`src/rtl/hazard_control_unit.sv`:
```
// Pipeline hazard controller: load-use stalls, taken-branch flushes and data-memory wait freezes.
// Optional HAZARD_PERF_EN macro adds the saturating stall_cnt performance counter port.
module hazard_control_unit #(
    parameter int TIMEOUT = 255
) (
    input  logic       clk,
    input  logic       rst_n,
    input  logic [4:0] IFID_rs1,
    input  logic [4:0] IFID_rs2,
    input  logic [4:0] IDEX_rd,
    input  logic       IDEX_MemRead,
    input  logic       EX_branch_taken,
    input  logic       mem_req,
    input  logic       mem_ack,
    output logic       PC_Write,
    output logic       IFID_Write,
    output logic       IDEX_Bubble,
    output logic       IFID_Flush,
    output logic       IDEX_Flush,
    output logic       Pipe_Freeze,
    output logic       mem_err
`ifdef HAZARD_PERF_EN
    , output logic [15:0] stall_cnt
`endif
);

    typedef enum logic {RUN, MEM_WAIT} state_t;

    localparam logic [7:0] TIMEOUT_M1 = 8'(TIMEOUT - 1);

    state_t     state, state_nxt;
    logic [7:0] wait_cnt;
    logic       load_use, freeze, timeout_hit;

    assign load_use    = IDEX_MemRead && (IDEX_rd != 5'd0) &&
                         ((IDEX_rd == IFID_rs1) || (IDEX_rd == IFID_rs2));
    assign freeze      = mem_req && !mem_ack;
    // An ack in the last allowed cycle wins over the timeout.
    assign timeout_hit = (state == MEM_WAIT) && !mem_ack && (wait_cnt == TIMEOUT_M1);

    always_ff @(posedge clk) begin
        if (!rst_n) begin
            state    <= RUN;
            wait_cnt <= 8'd0;
            mem_err  <= 1'b0;
        end else begin
            state    <= state_nxt;
            // Held at zero in RUN, so every entry into MEM_WAIT starts from zero.
            wait_cnt <= (state == RUN) ? 8'd0 : wait_cnt + 8'd1;
            if (timeout_hit)
                mem_err <= 1'b1;
        end
    end

    always_comb begin
        state_nxt   = state;
        PC_Write    = 1'b0;
        IFID_Write  = 1'b0;
        IDEX_Bubble = 1'b0;
        IFID_Flush  = 1'b0;
        IDEX_Flush  = 1'b0;
        Pipe_Freeze = 1'b0;
        if (!rst_n) begin
            IDEX_Bubble = 1'b1;
            state_nxt   = RUN;
        end else begin
            case (state)
                RUN: begin
                    if (freeze) begin
                        Pipe_Freeze = 1'b1;
                        state_nxt   = MEM_WAIT;
                    end else if (EX_branch_taken) begin
                        PC_Write   = 1'b1;
                        IFID_Write = 1'b1;
                        IFID_Flush = 1'b1;
                        IDEX_Flush = 1'b1;
                    end else if (load_use) begin
                        IDEX_Bubble = 1'b1;
                    end else begin
                        PC_Write   = 1'b1;
                        IFID_Write = 1'b1;
                    end
                end
                MEM_WAIT: begin
                    // Branch input is ignored here; EX is frozen so it is seen again in RUN.
                    if (mem_ack) begin
                        state_nxt = RUN;
                    end else begin
                        Pipe_Freeze = 1'b1;
                        if (timeout_hit)
                            state_nxt = RUN;
                    end
                end
                default: state_nxt = RUN;
            endcase
        end
    end

`ifdef HAZARD_PERF_EN
    always_ff @(posedge clk) begin
        if (!rst_n)
            stall_cnt <= 16'd0;
        else if (!PC_Write && (stall_cnt != 16'hFFFF))
            stall_cnt <= stall_cnt + 16'd1;
    end
`endif

endmodule

```
`config.mk`:
```
export PLATFORM = sky130hd
export DESIGN_NAME = hazard_control_unit
export DESIGN_NICKNAME = d
export VERILOG_FILES = /design/src/rtl/hazard_control_unit.sv
export SDC_FILE = /design/constraint.sdc
export NUM_CORES = 1
export LEC_CHECK = 0
export ABC_AREA = 1
export CAP_MARGIN = 0
export CORE_MARGIN = 2
export CORE_UTILIZATION = 28
export DETAILED_ROUTE_END_ITERATION = 10
export SLEW_MARGIN = 20
export SYNTH_ARGS = -nofsm -noshare
export SYNTH_HDL_FRONTEND = slang
export SYNTH_SLANG_ARGS = --single-unit
```
`constraint.sdc`:
```
create_clock -name clk -period 1.3 [get_ports clk]
set_input_delay 0.13 -clock clk [delete_from_list [all_inputs] [get_ports clk]]
set_output_delay 0.13 -clock clk [all_outputs]
set_load 0.03 [all_outputs]
```
==> qor.txt <==
outcome: complete, no violations
Final Setup Violations: 0
syn_nets: 136
count of final hold-check violations: 0
starting density of the core: 0.288
Net Sw Frac: 0.286
Bufs and invs on worst path: 2
All-Layer GR Usage: 0.118
Routed WL: 1.60 mm
commonest cells after routing, fill and taps aside: nand2_1, inv_1, nor2_1
Power Dens Cells: 671 nW/µm²
largest net degree at the start of global routing: 6
Hold Crit Class: input port to register
Worst setup EP type: output pin
area leader, netlist: dfxtp_1
max_cap viols: 0
antenna violations before repair: 0
Crit path largest cell delay: 0.34 ns
Inserted Diodes: 0
Mapped Avg Cell Area: 6.15 µm²
CP Class: register to output pin
H-tree depth: 1
TritonCTS clock tree: done
fin. max-slew vios: 0
num rows: 18
Final HPWL DP: 1.27 mm
reg2reg setup slack: 0.19 ns
Skew-Pair Late Insertion Delay: 0.25 ns
vias in the first global route: 695
Final Skew: 0.00175 ns
R2R depth: 5
min Tclk post-route: 1.28 ns
Most Frequent Cell on Critical Path: buf_6
synth warn: 0
crit-path cells: a21oi_4 > buf_6 > nand3_2 > nand2_2 > buf_6
area share of the largest cell type after synthesis: 0.288
crit share post-route: 0.984
R2R Path Start: wait_cnt[4]$_SDFF_PN0_
crit-path leading delay family: flip-flops
top fanout value on the critical path: 3
share of cells above drive strength 1: 0.243
sequential element share of the synthesized area: 0.288
Routability Congestion: 0.755
Via Count: 748
FF+latch count, synth: 10
Synth-to-Final Area Change: 57.1%
initial drt markers: 2
post-route insts no fill: 178
FF-to-FF End: wait_cnt[6]$_SDFF_PN0_
Worst VDD drop: 0.397 mV
arrival time at the worst endpoint: 1.15 ns
Fin Setup TNS: 0 ns
clock power share: 0.272
drt wl/cell: 8.98 µm
crit path launch type: register
P_leak: 0.547 nW
Clock transition at path regs: 0.06 ns
Max Freq: 0.782 GHz
Synth Instances: 113
Slew headroom: 0.803
Switch Pwr: 0.209 mW
first-pass GRT wire length: 2.50 mm
Post-route DRC: 0
io pins: 28
CP max-delay cell: dfxtp_2
Layout Nets: 173
post-layout util: 0.453
dpl cells: 174
most common cell after layout, fill and taps aside: nand2_1
core area: 2410 µm²
number of I/O port buffers: 27
CP required: 1.17 ns
Reg power frac: 0.430
CTS root buf: clkbuf_4
critical path depth: 5
cts bufs inserted: 3
Die Y: 53.8 µm
Routed Antenna Nets: 0
routed vias/inst: 4.20
Tightest Pin Transition: 0.297 ns
Remaining Overflow, GRT: 0
die area: 2890 µm²
clk buf depth: 2
largest cells by area after synthesis: dfxtp_1, nand2_1, inv_1
Cell Int Power: 0.523 mW
Worst setup endpoint: IDEX_Bubble
clock sink count: 10
Comb pwr share: 0.298
crit path from: state$_SDFF_PN0_
unrepaired setup endpoints after global routing: yes
count of different cell masters after synthesis: 19
synthesized area: 694 µm²
DR pass1 iterations: 4
cts hold-fix bufs: 0
chip width: 53.8 µm
[power by group through the flow]
stage          registers, mW  logic, mW  clock network [mW]
2_1_floorplan          0.321      0.102                   0
3_3_place_gp           0.321      0.208                   0
3_5_place_dp           0.322      0.211                   0
4_1_cts                0.314      0.208               0.211
5_1_grt                0.316      0.240               0.223
6_report               0.315      0.218               0.199
[through the flow]
step	worst slack, ns	power [mW]	hold WS (ns)	area [µm²]
global placement	-0.251	0.529	0.436	1040
finish	0.0211	0.732	0.328	1090
global route	-0.0416	0.778	0.349	1090
CTS	0.00138	0.733	0.432	1070
detailed placement	-0.277	0.533	0.437	1040
floorplan	-0.0171	0.422	0.283	713
[area by class of cell]
class                           count  area [µm²]
Fill cell                         254        1320
Multi-Input combinational cell     78         445
Clock buffer                        3        22.5
Sequential cell                    10         201
Inverter                           23        86.3
Timing Repair Buffer               34         298
Tap cell                           30        37.5
[cells in the mapped netlist, drive strengths merged]
master  number
o21ai        2
inv         23
buf          2
nand2       32
nor3         3
xnor2        3
a211oi       1
ha           2
a21oi        7
nand4        2
a21boi       1
nor2        18
dfxtp       10
nand3        7
[repair_timing]
item                                    in CTS  in global routing
pin swaps                                    8                  6
gates resized for setup                     25                 18
endpoints found under the setup margin       7                  5
hold endpoints to repair                     0                  0
setup buffers                                1                  0
[flip-flops by register name, indices dropped and copies added (netlist names)]
signal / cells
mem_err: 1
state: 1
wait_cnt: 8
[kinds of logic (layout without fill, tap and decap cells)]
| logic type | after synthesis | after routing | synth area share |
|---|---|---|---|
| AO/OA/AOI/OAI | 11 | 11 | 0.0919 |
| AND/OR/NAND/NOR | 62 | 62 | 0.400 |
| flip-flops | 10 | 10 | 0.288 |
| XOR/XNOR | 3 | 3 | 0.0378 |
| buffers and inverters | 25 | 60 | 0.146 |
| adder cells (fa/ha/maj) | 2 | 2 | 0.0360 |
[worst register-to-register path: stages (launching register included)]
cell and delay, ns:
dfxtp_1 0.36, inv_1 0.09, nor3_2 0.24, nand2_1 0.10, o21ai_0 0.16, a21oi_1 0.05
[per-layer routing]
metal	routed length, µm	share of wire	track usage	vias to the layer above
li1	-	-	-	415
met4	14	0.0088	0.0513	0
met1	645	0.40	0.119	311
met3	75	0.047	0.0250	2
met5	0	0	0	-
met2	863	0.54	0.228	20
[worst min path at each step]
| stage | startpoint | to | slack [ns] | cells after the start |
|---|---|---|---|---|
| floorplan | rst_n | mem_err$_SDFFE_PN0P_ | 0.28 | 2 |
| global placement | mem_err$_SDFFE_PN0P_ | mem_err$_SDFFE_PN0P_ | 0.44 | 2 |
| detailed placement | mem_err$_SDFFE_PN0P_ | mem_err$_SDFFE_PN0P_ | 0.44 | 2 |
| CTS | mem_ack | mem_err$_SDFFE_PN0P_ | 0.43 | 5 |
| global route | rst_n | wait_cnt[5]$_SDFF_PN0_ | 0.35 | 3 |
| finish | rst_n | wait_cnt[5]$_SDFF_PN0_ | 0.33 | 3 |
Note: power is estimated with default switching activity, not from simulation.
